File: config.mk
export PLATFORM = sky130hd
export DESIGN_NAME = rca_port_config_table
export DESIGN_NICKNAME = d
export VERILOG_FILES = /design/src/rtl/rca_port_config_table_pkg.sv /design/src/rtl/rca_port_config_table_counter.sv /design/src/rtl/rca_port_config_table.sv
export SDC_FILE = /design/constraint.sdc
export NUM_CORES = 1
export LEC_CHECK = 0
export BUFFER_PORTS_ARGS = -buffer_cell sky130_fd_sc_hd__clkbuf_2
export CORE_MARGIN = 2
export CORE_UTILIZATION = 30
export DETAILED_ROUTE_END_ITERATION = 16
export MAX_ROUTING_LAYER = met4
export PLACE_DENSITY_LB_ADDON = 0.3
export RECOVER_POWER = 50
export SYNTH_ARGS = -nofsm -noshare
export SYNTH_HDL_FRONTEND = slang
export SYNTH_SLANG_ARGS = --single-unit
File: constraint.sdc
create_clock -name clk -period 3.02 [get_ports clk]
set_clock_uncertainty 0.2 [all_clocks]
set_input_delay 0.302 -clock clk [delete_from_list [all_inputs] [get_ports clk]]
set_output_delay 0.302 -clock clk [all_outputs]
set_load 0.02 [all_outputs]
File: src/rtl/rca_port_config_table_pkg.sv
// Shared configuration for the RCA port configuration table: default sizes,
// config request record and the config FSM state encoding.
package rca_config;

    localparam int NUM_RCAS        = 4;
    localparam int NUM_READ_PORTS  = 5;
    localparam int NUM_WRITE_PORTS = 5;
    localparam int MAX_INFLIGHT    = 4;

    // rca_id sized for the full funct7 field so the record is independent of NUM_RCAS
    typedef struct packed {
        logic [6:0] rca_id;
        logic       is_dest;
        logic [2:0] port;
        logic [4:0] arch_reg;
    } cfg_req_t;

    typedef enum logic {
        ST_IDLE  = 1'b0,
        ST_DRAIN = 1'b1
    } cfg_state_e;

    function automatic int id_width(input int n);
        return (n > 1) ? $clog2(n) : 1;
    endfunction

endpackage

File: src/rtl/rca_port_config_table_counter.sv
// Per-RCA in-flight use-instruction counter; simultaneous issue and retire
// cancel, and a retire with nothing outstanding is dropped.
module rca_inflight_counter #(
    parameter int MAX_INFLIGHT = 4,
    parameter int CNT_W        = 3
) (
    input  logic             clk,
    input  logic             rst_n,
    input  logic             inc_i,
    input  logic             dec_i,
    output logic [CNT_W-1:0] cnt_o
);

    localparam logic [CNT_W-1:0] LIMIT = CNT_W'(MAX_INFLIGHT);

    logic [CNT_W-1:0] cnt_q, cnt_d;
    logic             dec_eff;

    always_comb begin
        dec_eff = dec_i && (cnt_q != '0);
        cnt_d   = cnt_q;
        if (inc_i && !dec_eff && (cnt_q != LIMIT)) begin
            cnt_d = cnt_q + CNT_W'(1);
        end else if (dec_eff && !inc_i) begin
            cnt_d = cnt_q - CNT_W'(1);
        end
    end

    always_ff @(posedge clk) begin
        if (!rst_n) begin
            cnt_q <= '0;
        end else begin
            cnt_q <= cnt_d;
        end
    end

    assign cnt_o = cnt_q;

endmodule

File: src/rtl/rca_port_config_table.sv
// Per-RCA source/destination port-to-register map with in-flight tracking.
// Optional per-port valid mask storage is enabled by RCA_CFG_VALID_MASK_EN.
module rca_port_config_table #(
    parameter int  NUM_RCAS        = rca_config::NUM_RCAS,
    parameter int  NUM_READ_PORTS  = rca_config::NUM_READ_PORTS,
    parameter int  NUM_WRITE_PORTS = rca_config::NUM_WRITE_PORTS,
    parameter int  MAX_INFLIGHT    = rca_config::MAX_INFLIGHT,
    localparam int RCA_ID_W        = rca_config::id_width(NUM_RCAS),
    localparam int CNT_W           = $clog2(MAX_INFLIGHT + 1)
) (
    input  logic                         clk,
    input  logic                         rst_n,
    input  logic                         cfg_valid,
    output logic                         cfg_ready,
    input  logic [RCA_ID_W-1:0]          cfg_rca_id,
    input  logic                         cfg_is_dest,
    input  logic [2:0]                   cfg_port,
    input  logic [4:0]                   cfg_reg,
    output logic                         cfg_err,
    input  logic                         issue_valid,
    input  logic [RCA_ID_W-1:0]          issue_rca_id,
    output logic                         issue_ready,
    input  logic                         done_valid,
    input  logic [RCA_ID_W-1:0]          done_rca_id,
    input  logic [RCA_ID_W-1:0]          lookup_rca_id,
    output logic [NUM_READ_PORTS*5-1:0]  lookup_src_regs,
    output logic [NUM_WRITE_PORTS*5-1:0] lookup_dst_regs,
    output logic [NUM_READ_PORTS-1:0]    lookup_src_vld,
    output logic [NUM_WRITE_PORTS-1:0]   lookup_dst_vld
);

    // Tables are padded to a power of two so any id value indexes safely.
    localparam int               RCA_SLOTS = 1 << RCA_ID_W;
    localparam logic [3:0]       RD_PORTS  = 4'(NUM_READ_PORTS);
    localparam logic [3:0]       WR_PORTS  = 4'(NUM_WRITE_PORTS);
    localparam logic [CNT_W-1:0] CNT_MAX   = CNT_W'(MAX_INFLIGHT);

    rca_config::cfg_state_e state_q, state_d;
    logic [RCA_ID_W-1:0]    drain_id_q, drain_id_d;
    logic [CNT_W-1:0]       cnt [RCA_SLOTS];
    logic                   port_legal;
    logic                   tab_we;
    logic                   issue_fire;

    logic [4:0] src_tab_q [RCA_SLOTS][NUM_READ_PORTS];
    logic [4:0] src_tab_d [RCA_SLOTS][NUM_READ_PORTS];
    logic [4:0] dst_tab_q [RCA_SLOTS][NUM_WRITE_PORTS];
    logic [4:0] dst_tab_d [RCA_SLOTS][NUM_WRITE_PORTS];

    logic [NUM_READ_PORTS*5-1:0]  lookup_src_regs_q, lookup_src_regs_d;
    logic [NUM_WRITE_PORTS*5-1:0] lookup_dst_regs_q, lookup_dst_regs_d;
    logic [NUM_READ_PORTS-1:0]    lookup_src_vld_q, lookup_src_vld_d;
    logic [NUM_WRITE_PORTS-1:0]   lookup_dst_vld_q, lookup_dst_vld_d;

    assign issue_ready = (cnt[issue_rca_id] != CNT_MAX) &&
                         !((state_q == rca_config::ST_DRAIN) && (drain_id_q == issue_rca_id));
    assign issue_fire  = issue_valid && issue_ready;

    generate
        for (genvar gi = 0; gi < RCA_SLOTS; gi++) begin : g_cnt
            if (gi < NUM_RCAS) begin : g_real
                rca_inflight_counter #(
                    .MAX_INFLIGHT (MAX_INFLIGHT),
                    .CNT_W        (CNT_W)
                ) u_cnt (
                    .clk   (clk),
                    .rst_n (rst_n),
                    .inc_i (issue_fire && (issue_rca_id == RCA_ID_W'(gi))),
                    .dec_i (done_valid && (done_rca_id == RCA_ID_W'(gi))),
                    .cnt_o (cnt[gi])
                );
            end else begin : g_pad
                assign cnt[gi] = '0;
            end
        end
    endgenerate

    // A legal request against a busy RCA parks in DRAIN until its work retires.
    always_comb begin
        state_d    = state_q;
        drain_id_d = drain_id_q;
        cfg_ready  = 1'b0;
        cfg_err    = 1'b0;
        tab_we     = 1'b0;
        port_legal = cfg_is_dest ? ({1'b0, cfg_port} < WR_PORTS)
                                 : ({1'b0, cfg_port} < RD_PORTS);
        unique case (state_q)
            rca_config::ST_IDLE: begin
                if (cfg_valid) begin
                    if (!port_legal) begin
                        cfg_ready = 1'b1;
                        cfg_err   = 1'b1;
                    end else if (cnt[cfg_rca_id] == '0) begin
                        cfg_ready = 1'b1;
                        tab_we    = 1'b1;
                    end else begin
                        state_d    = rca_config::ST_DRAIN;
                        drain_id_d = cfg_rca_id;
                    end
                end
            end
            rca_config::ST_DRAIN: begin
                if (cnt[drain_id_q] == '0) begin
                    state_d = rca_config::ST_IDLE;
                end
            end
            default: state_d = rca_config::ST_IDLE;
        endcase
        if (!rst_n) begin
            cfg_ready = 1'b0;
            cfg_err   = 1'b0;
            tab_we    = 1'b0;
        end
    end

    always_comb begin
        src_tab_d = src_tab_q;
        dst_tab_d = dst_tab_q;
        if (tab_we && !cfg_is_dest) src_tab_d[cfg_rca_id][cfg_port] = cfg_reg;
        if (tab_we && cfg_is_dest)  dst_tab_d[cfg_rca_id][cfg_port] = cfg_reg;
        lookup_src_regs_d = '0;
        lookup_dst_regs_d = '0;
        for (int p = 0; p < NUM_READ_PORTS; p++)  lookup_src_regs_d[p*5 +: 5] = src_tab_d[lookup_rca_id][p];
        for (int p = 0; p < NUM_WRITE_PORTS; p++) lookup_dst_regs_d[p*5 +: 5] = dst_tab_d[lookup_rca_id][p];
    end

`ifdef RCA_CFG_VALID_MASK_EN
    logic [NUM_READ_PORTS-1:0]  src_vld_q [RCA_SLOTS];
    logic [NUM_READ_PORTS-1:0]  src_vld_d [RCA_SLOTS];
    logic [NUM_WRITE_PORTS-1:0] dst_vld_q [RCA_SLOTS];
    logic [NUM_WRITE_PORTS-1:0] dst_vld_d [RCA_SLOTS];

    always_comb begin
        src_vld_d = src_vld_q;
        dst_vld_d = dst_vld_q;
        if (tab_we && !cfg_is_dest) src_vld_d[cfg_rca_id][cfg_port] = 1'b1;
        if (tab_we && cfg_is_dest)  dst_vld_d[cfg_rca_id][cfg_port] = 1'b1;
        lookup_src_vld_d = src_vld_d[lookup_rca_id];
        lookup_dst_vld_d = dst_vld_d[lookup_rca_id];
    end

    always_ff @(posedge clk) begin
        if (!rst_n) begin
            for (int r = 0; r < RCA_SLOTS; r++) begin
                src_vld_q[r] <= '0;
                dst_vld_q[r] <= '0;
            end
        end else begin
            src_vld_q <= src_vld_d;
            dst_vld_q <= dst_vld_d;
        end
    end
`else
    // Without mask storage every port reads as configured.
    assign lookup_src_vld_d = '1;
    assign lookup_dst_vld_d = '1;
`endif

    always_ff @(posedge clk) begin
        if (!rst_n) begin
            state_q           <= rca_config::ST_IDLE;
            drain_id_q        <= '0;
            lookup_src_regs_q <= '0;
            lookup_dst_regs_q <= '0;
            lookup_src_vld_q  <= '0;
            lookup_dst_vld_q  <= '0;
            for (int r = 0; r < RCA_SLOTS; r++) begin
                for (int p = 0; p < NUM_READ_PORTS; p++)  src_tab_q[r][p] <= '0;
                for (int p = 0; p < NUM_WRITE_PORTS; p++) dst_tab_q[r][p] <= '0;
            end
        end else begin
            state_q           <= state_d;
            drain_id_q        <= drain_id_d;
            lookup_src_regs_q <= lookup_src_regs_d;
            lookup_dst_regs_q <= lookup_dst_regs_d;
            lookup_src_vld_q  <= lookup_src_vld_d;
            lookup_dst_vld_q  <= lookup_dst_vld_d;
            src_tab_q         <= src_tab_d;
            dst_tab_q         <= dst_tab_d;
        end
    end

    assign lookup_src_regs = lookup_src_regs_q;
    assign lookup_dst_regs = lookup_dst_regs_q;
    assign lookup_src_vld  = lookup_src_vld_q;
    assign lookup_dst_vld  = lookup_dst_vld_q;

endmodule

==> flow_metrics.py, run 1 <==
metrics = {
    "routing": {
        "firstDrtPassIters": 5,
        "avgViaCountPerCell": 5.02,
        "vias": 9782,
        "wl_per_cell_microns": 17.8,
        "ant_nets": 0,
        "drcViolationCount": 0,
        "initialDrtViolationCount": 682,
        "routed_wl_microns": 34700,
    },
    "yosys": {
        "postSynthCellCount": 1329,
        "synth-async-reset-ratio_pct": 0,
        "synth.most_common_cell": "dfxtp_1",
        "yosysWarningCount": 0,
        "ys_ff_latch": 266,
        "netlist_top_cells_count": "dfxtp_1, nor2b_1, mux2i_1",
        "synth_edf_count": 0,
        "synth_top_cell_area_share_pct": 43.3,
        "synthTopCellsByArea": "dfxtp_1, mux2i_1, nor2b_1",
        "synth_ff_type": "dfxtp_1",
        "synth_top_area_cell": "dfxtp_1",
        "avgSynthCellArea_sq_um": 9.26,
        "yosysSeqAreaShare_pct": 43.3,
        "synth_area_sq_mm": 0.0123,
        "synth_cell_type_count": 67,
        "synth_nets": 1355,
    },
    "worst_setup_path": {
        "r2r_setup_slack_ns": 0.26,
        "critPathKind": "in -> reg",
        "cp_max_fo": 10,
        "critPathCaptureType": "register",
        "arrival_ns": 3.05,
        "required_ns": 3.25,
        "start_kind": "primary input",
    },
    "global_routing": {
        "grt_first_pass_wirelength_microns": 53700,
        "grt_max_degree": 102,
        "overflow": 0,
        "grt_pass1_vias": 9218,
        "grtUsageTotal_pct": 16.6,
        "antenna_found_initial": 1,
    },
    "floorplanning": {
        "rows": 74,
        "die_h_microns": 207,
        "initial_core_util_pct": 30.3,
        "design.core.area_sq_mm": 0.0406,
        "die_area_sq_mm": 0.0427,
        "die_w_microns": 207,
        "io_pins": 85,
    },
    "cells_and_area": {
        "nets": 1427,
        "drive_above_1_share_pct": 11.8,
        "multiInputGateArea_sq_mm": 0.00642,
        "regArea_sq_mm": 0.00533,
        "area_growth_pct": 15.9,
        "n_fill_cell": 4193,
    },
    "clock_network": {
        "post-cts-setup-buffers": 0,
        "hold_buffers": 2,
        "cts_repair_resize_count": 0,
        "path_clk_slew_ns": 0.06,
        "clkLatencyLatePin_ns": 0.55,
        "cts_buffers": 30,
        "clockBufferDepth": 3,
        "cts.sinks": 266,
        "htree_levels": 1,
        "root_buffer": "clkbuf_16",
        "tritoncts": "done",
    },
    "sta": {
        "fmax_ghz": 0.355,
        "fin_tns_setup_ns": 0,
        "fin_crit_sh_pct": 93.3,
        "setup_violations": 0,
        "hold_ws_ns": 0.0553,
        "worst_slew_pin_slew_ns": 1.28,
        "period_minus_slack_ns": 2.82,
        "hold_violations": 0,
        "slew_headroom_pct": 15.0,
        "slew_viol_final": 0,
        "fin_ws_ns": 0.202,
        "rsz0062_at_grt": "false",
    },
    "flow_run": {
        "maxCapViolations": 0,
    },
    "placement": {
        "gp_congestion": 0.840,
        "io_buffers": 84,
        "post-dp-hpwl_microns": 23000,
        "dpl_worst_slack_ns": 0.213,
    },
    "outcome": {
        "outcome": "completed",
    },
    "pwr": {
        "power.density_mw_per_mm2": 538,
        "peakVddDrop_v": 0.000383,
        "leakagePower_uw": 0.00534,
    },
    "min_path": {
        "hold_path.class": "in -> reg",
    },
}
-- where the power goes --
group	switching (uW)	internal, uW
clock	1400	2000
combinational	460	236
sequential	39.1	3550
total	1900	5790
-- registers in the layout, summed over array words and instances (netlist names) --
signal,flops
lookup_src_regs,25
drain_id_q,2
g_cnt.g_real.u_cnt.cnt_o,12
lookup_dst_regs,25
src_tab_q,100
state_q,1
lookup_dst_vld,1
dst_tab_q,100
-- routing by layer --
metal | vias to the layer above | part of all wire, % | track usage [%]
met5 | - | 0 | -
met4 | 0 | 2.7 | 5.36
met3 | 55 | 4.8 | 2.15
met2 | 218 | 45 | 25.4
met1 | 4701 | 48 | 22.5
li1 | 4808 | - | -
-- worst max-delay path: stages --
cell	delay, ns
dlygate4sd3_1	0.54
clkbuf_2	0.21
or4bb_1	0.54
buf_4	0.19
or4_1	0.76
mux2i_1	0.30
o22a_1	0.15
o21ai_1	0.05
-- through the flow --
stage,power [uW],instances,util (%),instance area [sq um]
2_1_floorplan,4130,1329,-,12300
3_3_place_gp,4370,1899,33.2,13500
3_5_place_dp,4370,1899,33.2,13500
4_1_cts,7790,1947,35.5,14400
5_1_grt,8000,1948,35.1,14300
6_report,7680,1948,35.1,14300
-- cell type report --
type                            count  area share [%]
Timing Repair Buffer              163            6.33
Clock buffer                       40            5.88
Antenna cell                        1          0.0175
Tap cell                          532            4.66
Sequential cell                   266            37.3
Multi-Input combinational cell    925            45.0
Clock inverter                      6           0.386
Inverter                           15           0.395
-- cell families (layout without fill, tap and decap cells) --
logic type | after synthesis | count (layout) | synth area share [%]
buffers and inverters | 138 | 224 | 4.74
AND/OR/NAND/NOR | 502 | 502 | 23.0
adder cells (fa/ha/maj) | 4 | 4 | 0.650
flip-flops | 266 | 266 | 43.3
XOR/XNOR | 5 | 5 | 0.356
multiplexers | 177 | 177 | 14.7
AO/OA/AOI/OAI | 237 | 237 | 13.3
other | 0 | 1 | 0
-- cell usage in the layout (no fill, tap or decap), types with 5 or more instances in the layout --
master	instances
o31ai_1	8
nor2_1	112
o221ai_1	13
nand2b_1	14
mux2i_1	154
clkbuf_1	80
dfxtp_1	266
buf_4	62
a21oi_1	62
o22ai_1	9
o32ai_1	13
nand4_1	23
a221oi_1	10
nor3_1	22
nand2_1	67
nor4_4	5
inv_1	14
or3_1	9
nor2b_1	181
a2111o_1	6
nor4_2	8
and2_1	19
mux2_2	22
o21ai_1	6
o21ai_0	35
a31oi_1	6
nand3_1	8
a221o_1	15
clkbuf_16	31
o211ai_1	5
clkbuf_2	24
a21boi_0	14
o22a_1	11
clkinv_2	5
-- final timing paths --
| kind | cells past startpoint | endpoint | start |
|---|---|---|---|
| worst max-delay path | 8 | lookup_dst_regs[17] | cfg_rca_id[0] |
| worst min-delay path | 4 | dst_tab_q[21] | cfg_reg[1] |
| worst max register to register | 6 | lookup_dst_regs[17] | g_cnt[2].g_real.u_cnt.cnt_o[0] |
| worst min register to register | 2 | dst_tab_q[45] | dst_tab_q[45] |
(Power assumes the default switching activity.)
==> run 2, diff against run 1 <==
--- a/config.mk
+++ b/config.mk
@@ -6,12 +6,13 @@
 export NUM_CORES = 1
 export LEC_CHECK = 0
 export BUFFER_PORTS_ARGS = -buffer_cell sky130_fd_sc_hd__clkbuf_2
+export CORE_ASPECT_RATIO = 1.1
 export CORE_MARGIN = 2
 export CORE_UTILIZATION = 30
 export DETAILED_ROUTE_END_ITERATION = 16
-export MAX_ROUTING_LAYER = met4
 export PLACE_DENSITY_LB_ADDON = 0.3
 export RECOVER_POWER = 50
+export REMOVE_ABC_BUFFERS = 1
 export SYNTH_ARGS = -nofsm -noshare
 export SYNTH_HDL_FRONTEND = slang
 export SYNTH_SLANG_ARGS = --single-unit
==> run 2 against run 1 <==
Net effect: the run now ends with capacitance limit, slew limit left; sequential share of layout area shrank 0.53 points; highest routed layer unchanged; sequential power is essentially flat; clock-buffer cell count grew 1; combinational power grew 2%; wire length grew 1.3%; flip-flop and latch count is the same; hold slack gained 0.014 ns; non-clock buffer count grew 3; fmax grew 0.15%; register-to-register slack lost 0.04 ns.
==> flow_metrics.py, run 2 (synthesized netlist as in run 1, its figures left out) <==
metrics = {
    "outcome": {
        "outcome": "finished, violations left",
        "violations": "capacitance limit, slew limit",
    },
    "floorplanning": {
        "initial_core_util_pct": 30.5,
        "design.core.area_sq_mm": 0.0404,
        "die_area_sq_mm": 0.0427,
        "io_pins": 85,
        "rows": 77,
        "die_w_microns": 197,
        "die_h_microns": 216,
    },
    "clock_network": {
        "cts_buffers": 30,
        "clkLatencyLatePin_ns": 0.56,
        "cts_repair_resize_count": 0,
        "tritoncts": "done",
        "root_buffer": "clkbuf_16",
        "path_clk_slew_ns": 0.06,
        "htree_levels": 1,
        "clockBufferDepth": 3,
        "cts.sinks": 266,
        "hold_buffers": 2,
        "post-cts-setup-buffers": 0,
    },
    "min_path": {
        "hold_path.class": "in -> reg",
    },
    "pwr": {
        "power.density_mw_per_mm2": 568,
        "total_power_uw": 8220,
        "peakVddDrop_v": 0.000446,
        "leakagePower_uw": 0.00544,
    },
    "routing": {
        "avgViaCountPerCell": 5.04,
        "firstDrtPassIters": 5,
        "initialDrtViolationCount": 532,
        "routed_wl_microns": 35100,
        "ant_nets": 0,
        "wl_per_cell_microns": 18.1,
        "vias": 9774,
        "drcViolationCount": 0,
    },
    "global_routing": {
        "grt_first_pass_wirelength_microns": 54700,
        "overflow": 0,
        "grtUsageTotal_pct": 16.1,
        "grt_max_degree": 125,
        "antenna_found_initial": 0,
        "grt_pass1_vias": 9409,
    },
    "placement": {
        "gp_congestion": 0.824,
        "io_buffers": 84,
        "dp_cells": 1883,
        "post-dp-hpwl_microns": 23500,
    },
    "sta": {
        "worst_slew_pin_slew_ns": 2.03,
        "setup_violations": 0,
        "fmax_ghz": 0.355,
        "slew_headroom_pct": -35.5,
        "fin_crit_sh_pct": 93.2,
        "rsz0062_at_grt": "false",
        "hold_violations": 0,
        "period_minus_slack_ns": 2.81,
        "slew_viol_final": 125,
    },
    "worst_setup_path": {
        "required_ns": 2.52,
        "critPathCaptureType": "output pin",
        "cp_max_fo": 11,
        "arrival_ns": 2.31,
        "start_kind": "primary input",
        "slowest_stage": "dlygate4sd3_1",
        "critPathKind": "in -> out",
        "max_stage_delay_ns": 0.54,
        "worstPathCellList": "dlygate4sd3_1, clkbuf_2, buf_4, nor4_2, buf_4, nor3_1, a21oi_1, nor2_1, nor2_1, clkbuf_2",
    },
    "cells_and_area": {
        "stdcell_count": 1940,
        "layout_commonest_cell": "dfxtp_1",
        "area_growth_pct": 17.6,
        "nets": 1430,
        "antenna_cells": 0,
        "drive_above_1_share_pct": 12.8,
        "final_cell_mix": "dfxtp_1, nor2b_1, mux2i_1",
        "largest_registers": "dst_tab_q (100), src_tab_q (100)",
    },
    "flow_run": {
        "maxCapViolations": 1,
    },
}
## run 2: changes by cell type in the layout (fill, tap and decap cells not counted), sizes merged
cell / previous run / this run
diode: 1 / 0
bufinv: 1 / 5
clkinvlp: 0 / 2
inv: 15 / 16
buf: 63 / 67
clkinv: 5 / 6
## run 2: report_power, final
part / total [uW] / switching (uW) / internal, uW
Clock: 3920 / 1480 / 2440
Combinational: 709 / 462 / 247
Sequential: 3590 / 41.7 / 3550
Total: 8220 / 1990 / 6240
## run 2: worst max-delay path: cells and delay by family
kind / cells / cell delay (ns)
simple gates: 4 / 0.47
compound gates: 1 / 0.20
buf+inv: 5 / 1.32
## run 2: cell type report
cell class / instances / area (sq um)
fill: 4047 / 25900
multi-input combinational: 925 / 6440
sequential: 266 / 5330
timing repair buffer: 166 / 941
clock buffer: 41 / 873
tap: 513 / 642
clock inverter: 14 / 204
inverter: 15 / 56.3
## run 2: metrics by stage
step	instance area, sq um	hold WS, ns	setup WS, ns	setup TNS [ns]	utilization, %
2_1_floorplan	11800	0.130	-0.221	-1.63	-
3_3_place_gp	13500	0.252	0.248	0	33.5
3_5_place_dp	13500	0.261	0.218	0	33.5
4_1_cts	14600	0.0420	0.209	0	36.2
5_1_grt	14500	0.0860	0.0496	0	35.9
6_report	14500	0.0697	0.207	0	35.9
## run 2: path summary, 6_finish.rpt
check,startpoint,end,slack (ns),depth (start not counted)
setup reg to reg,state_q,lookup_dst_regs[2],0.22,7
setup / recovery,cfg_rca_id[0],cfg_ready,0.21,10
hold reg to reg,dst_tab_q[48],dst_tab_q[48],0.26,2
hold / removal,cfg_reg[4],dst_tab_q[24],0.07,3
## run 2: layer usage
layer | global-route usage, % | vias up | wire (microns)
met2 | 27.2 | 190 | 16700
met4 | 3.86 | 0 | 671
met3 | 2.37 | 47 | 1310
li1 | - | 4823 | -
met5 | 0 | - | 0
met1 | 21.7 | 4714 | 16400
==> run 3, diff against run 2 <==
--- a/config.mk
+++ b/config.mk
@@ -7,7 +7,6 @@
 export LEC_CHECK = 0
 export BUFFER_PORTS_ARGS = -buffer_cell sky130_fd_sc_hd__clkbuf_2
 export CORE_ASPECT_RATIO = 1.1
-export CORE_MARGIN = 2
 export CORE_UTILIZATION = 30
 export DETAILED_ROUTE_END_ITERATION = 16
 export PLACE_DENSITY_LB_ADDON = 0.3
==> run 3 against run 2 <==
Net effect: via count is 0.82% lower; non-clock buffer count is 1 lower; the flow still finishes with violations (capacitance limit, slew limit); first-iteration DRC count is 20% higher; sequential power hardly changed; highest routed layer unchanged; combinational power hardly changed; register-to-register slack hardly changed; utilization is 0.23 points lower; global-route usage hardly changed; largest cell class unchanged.
==> flow_metrics.py, run 3 (synthesized netlist as in run 1, its figures left out) <==
metrics = {
    "sta": {
        "hold_violations": 0,
        "slew_viol_final": 74,
        "worst_slew_pin_slew_ns": 2.48,
        "period_minus_slack_ns": 2.79,
        "fin_tns_setup_ns": 0,
        "setup_violations": 0,
        "fin_crit_sh_pct": 92.5,
        "fmax_ghz": 0.358,
        "rsz0062_at_grt": "false",
        "hold_ws_ns": 0.0332,
        "slew_headroom_pct": -65.1,
    },
    "worst_setup_path": {
        "worst_r2r_endpoint": "lookup_src_regs[6]",
        "critPathCaptureType": "register",
        "r2r_setup_slack_ns": 0.23,
        "start_kind": "register",
        "r2r_cells": 5,
        "slowest_stage": "or4b_1",
        "path_delay_family": "simple AND/OR/NAND/NOR gates",
        "worst-path-buf-inv": 0,
        "required_ns": 3.25,
        "cp-endpoint": "lookup_src_regs[6]",
        "crit_start": "g_cnt[2].g_real.u_cnt.cnt_o[0]",
        "cp.depth": 5,
        "critPathKind": "reg -> reg",
        "cp_max_fo": 7,
        "rr_startpoint": "g_cnt[2].g_real.u_cnt.cnt_o[0]",
        "worstPathCellList": "or4b_1, nor2_1, nand3_1, mux2_2, a221o_1",
        "max_stage_delay_ns": 0.63,
        "arrival_ns": 3.02,
    },
    "routing": {
        "firstDrtPassIters": 5,
        "routed_wl_microns": 34500,
        "vias": 9694,
        "avgViaCountPerCell": 5.00,
        "ant_nets": 0,
        "wl_per_cell_microns": 17.8,
        "initialDrtViolationCount": 639,
        "drcViolationCount": 0,
    },
    "global_routing": {
        "grt_pass1_vias": 9466,
        "antenna_found_initial": 0,
        "grt_max_degree": 170,
        "overflow": 0,
        "grtUsageTotal_pct": 16.1,
        "grt_first_pass_wirelength_microns": 53900,
    },
    "cells_and_area": {
        "final_cell_mix": "dfxtp_1, nor2b_1, mux2i_1",
        "drive_above_1_share_pct": 12.4,
        "area_growth_pct": 16.9,
        "largest_registers": "dst_tab_q (100), src_tab_q (100)",
        "layout_commonest_cell": "dfxtp_1",
        "antenna_cells": 0,
        "nets": 1430,
        "n_fill_cell": 4117,
    },
    "clock_network": {
        "clkLatencyLatePin_ns": 0.56,
        "post-cts-setup-buffers": 0,
        "cts_repair_resize_count": 0,
        "hold_buffers": 1,
        "htree_levels": 1,
        "clockBufferDepth": 3,
        "tritoncts": "done",
        "cts.sinks": 266,
        "path_clk_slew_ns": 0.06,
        "root_buffer": "clkbuf_16",
        "cts_buffers": 31,
    },
    "floorplanning": {
        "die_w_microns": 195,
        "die_h_microns": 214,
        "die_area_sq_mm": 0.0419,
        "io_pins": 85,
        "design.core.area_sq_mm": 0.0404,
        "initial_core_util_pct": 30.5,
        "rows": 77,
    },
    "min_path": {
        "hold_path.class": "in -> reg",
    },
    "placement": {
        "post-dp-hpwl_microns": 22600,
        "io_buffers": 84,
        "gp_congestion": 0.867,
    },
    "pwr": {
        "power.density_mw_per_mm2": 560,
        "peakVddDrop_v": 0.000437,
        "leakagePower_uw": 0.00541,
    },
    "flow_run": {
        "maxCapViolations": 1,
    },
    "outcome": {
        "outcome": "finished, violations left",
        "violations": "capacitance limit, slew limit",
    },
}
==> run 3: changes by cell type in the layout (fill, tap and decap cells not counted) <==
cell / delta
bufinv_16: -2
clkinv_2: +2
buf_12: -1
dlygate4sd3_1: -1
clkinvlp_4: -2
inv_6: -1
buf_4: -2
clkbuf_1: +7
==> run 3: stage by stage <==
step | area (sq um) | cells | utilization (%) | power [uW] | setup slack, ns
floorplan | 11800 | 1206 | - | 4020 | -0.221
global placement | 13500 | 1883 | 33.4 | 4380 | 0.303
detailed placement | 13500 | 1883 | 33.4 | 4380 | 0.270
CTS | 14500 | 1940 | 36.0 | 8160 | 0.261
global route | 14400 | 1940 | 35.6 | 8370 | 0.119
finish | 14400 | 1940 | 35.6 | 8060 | 0.227
==> run 3: metal layers <==
metal	wire, microns	up-vias	track usage, %
li1	-	4828	-
met1	16100	4596	21.4
met2	16100	199	26.6
met3	1400	71	2.45
met4	913	0	5.14
met5	0	-	0
==> run 3: worst min-delay path, delay by kind of cell <==
| kind | cells | cell delay [ns] |
|---|---|---|
| buf+inv | 2 | 0.31 |
| mux | 1 | 0.06 |
| simple gates | 1 | 0.07 |
==> run 3: layout make-up <==
type | instances | area, sq um | area share (%)
sequential | 266 | 5330 | 37.0
clock inverter | 11 | 130 | 0.905
timing repair buffer | 165 | 907 | 6.31
inverter | 15 | 56.3 | 0.391
multi-input combinational | 925 | 6440 | 44.7
tap | 513 | 642 | 4.46
clock buffer | 45 | 888 | 6.18
==> run 3: worst min path at each step <==
| stage | cells after the start | to | from | slack [ns] |
|---|---|---|---|---|
| global placement | 2 | dst_tab_q[45] | dst_tab_q[45] | 0.25 |
| global route | 4 | drain_id_q[0] | cfg_rca_id[0] | 0.04 |
| floorplan | 0 | lookup_dst_vld[3] | rst_n | 0.13 |
| finish | 4 | drain_id_q[0] | cfg_rca_id[0] | 0.03 |
| detailed placement | 2 | dst_tab_q[47] | dst_tab_q[47] | 0.26 |
| CTS | 4 | drain_id_q[0] | cfg_rca_id[0] | 0.006 |
==> run 3: report_power, final <==
group / internal [uW] / total, uW / switching, uW
clock: 2280 / 3760 / 1480
sequential: 3550 / 3590 / 39.1
combinational: 244 / 710 / 466
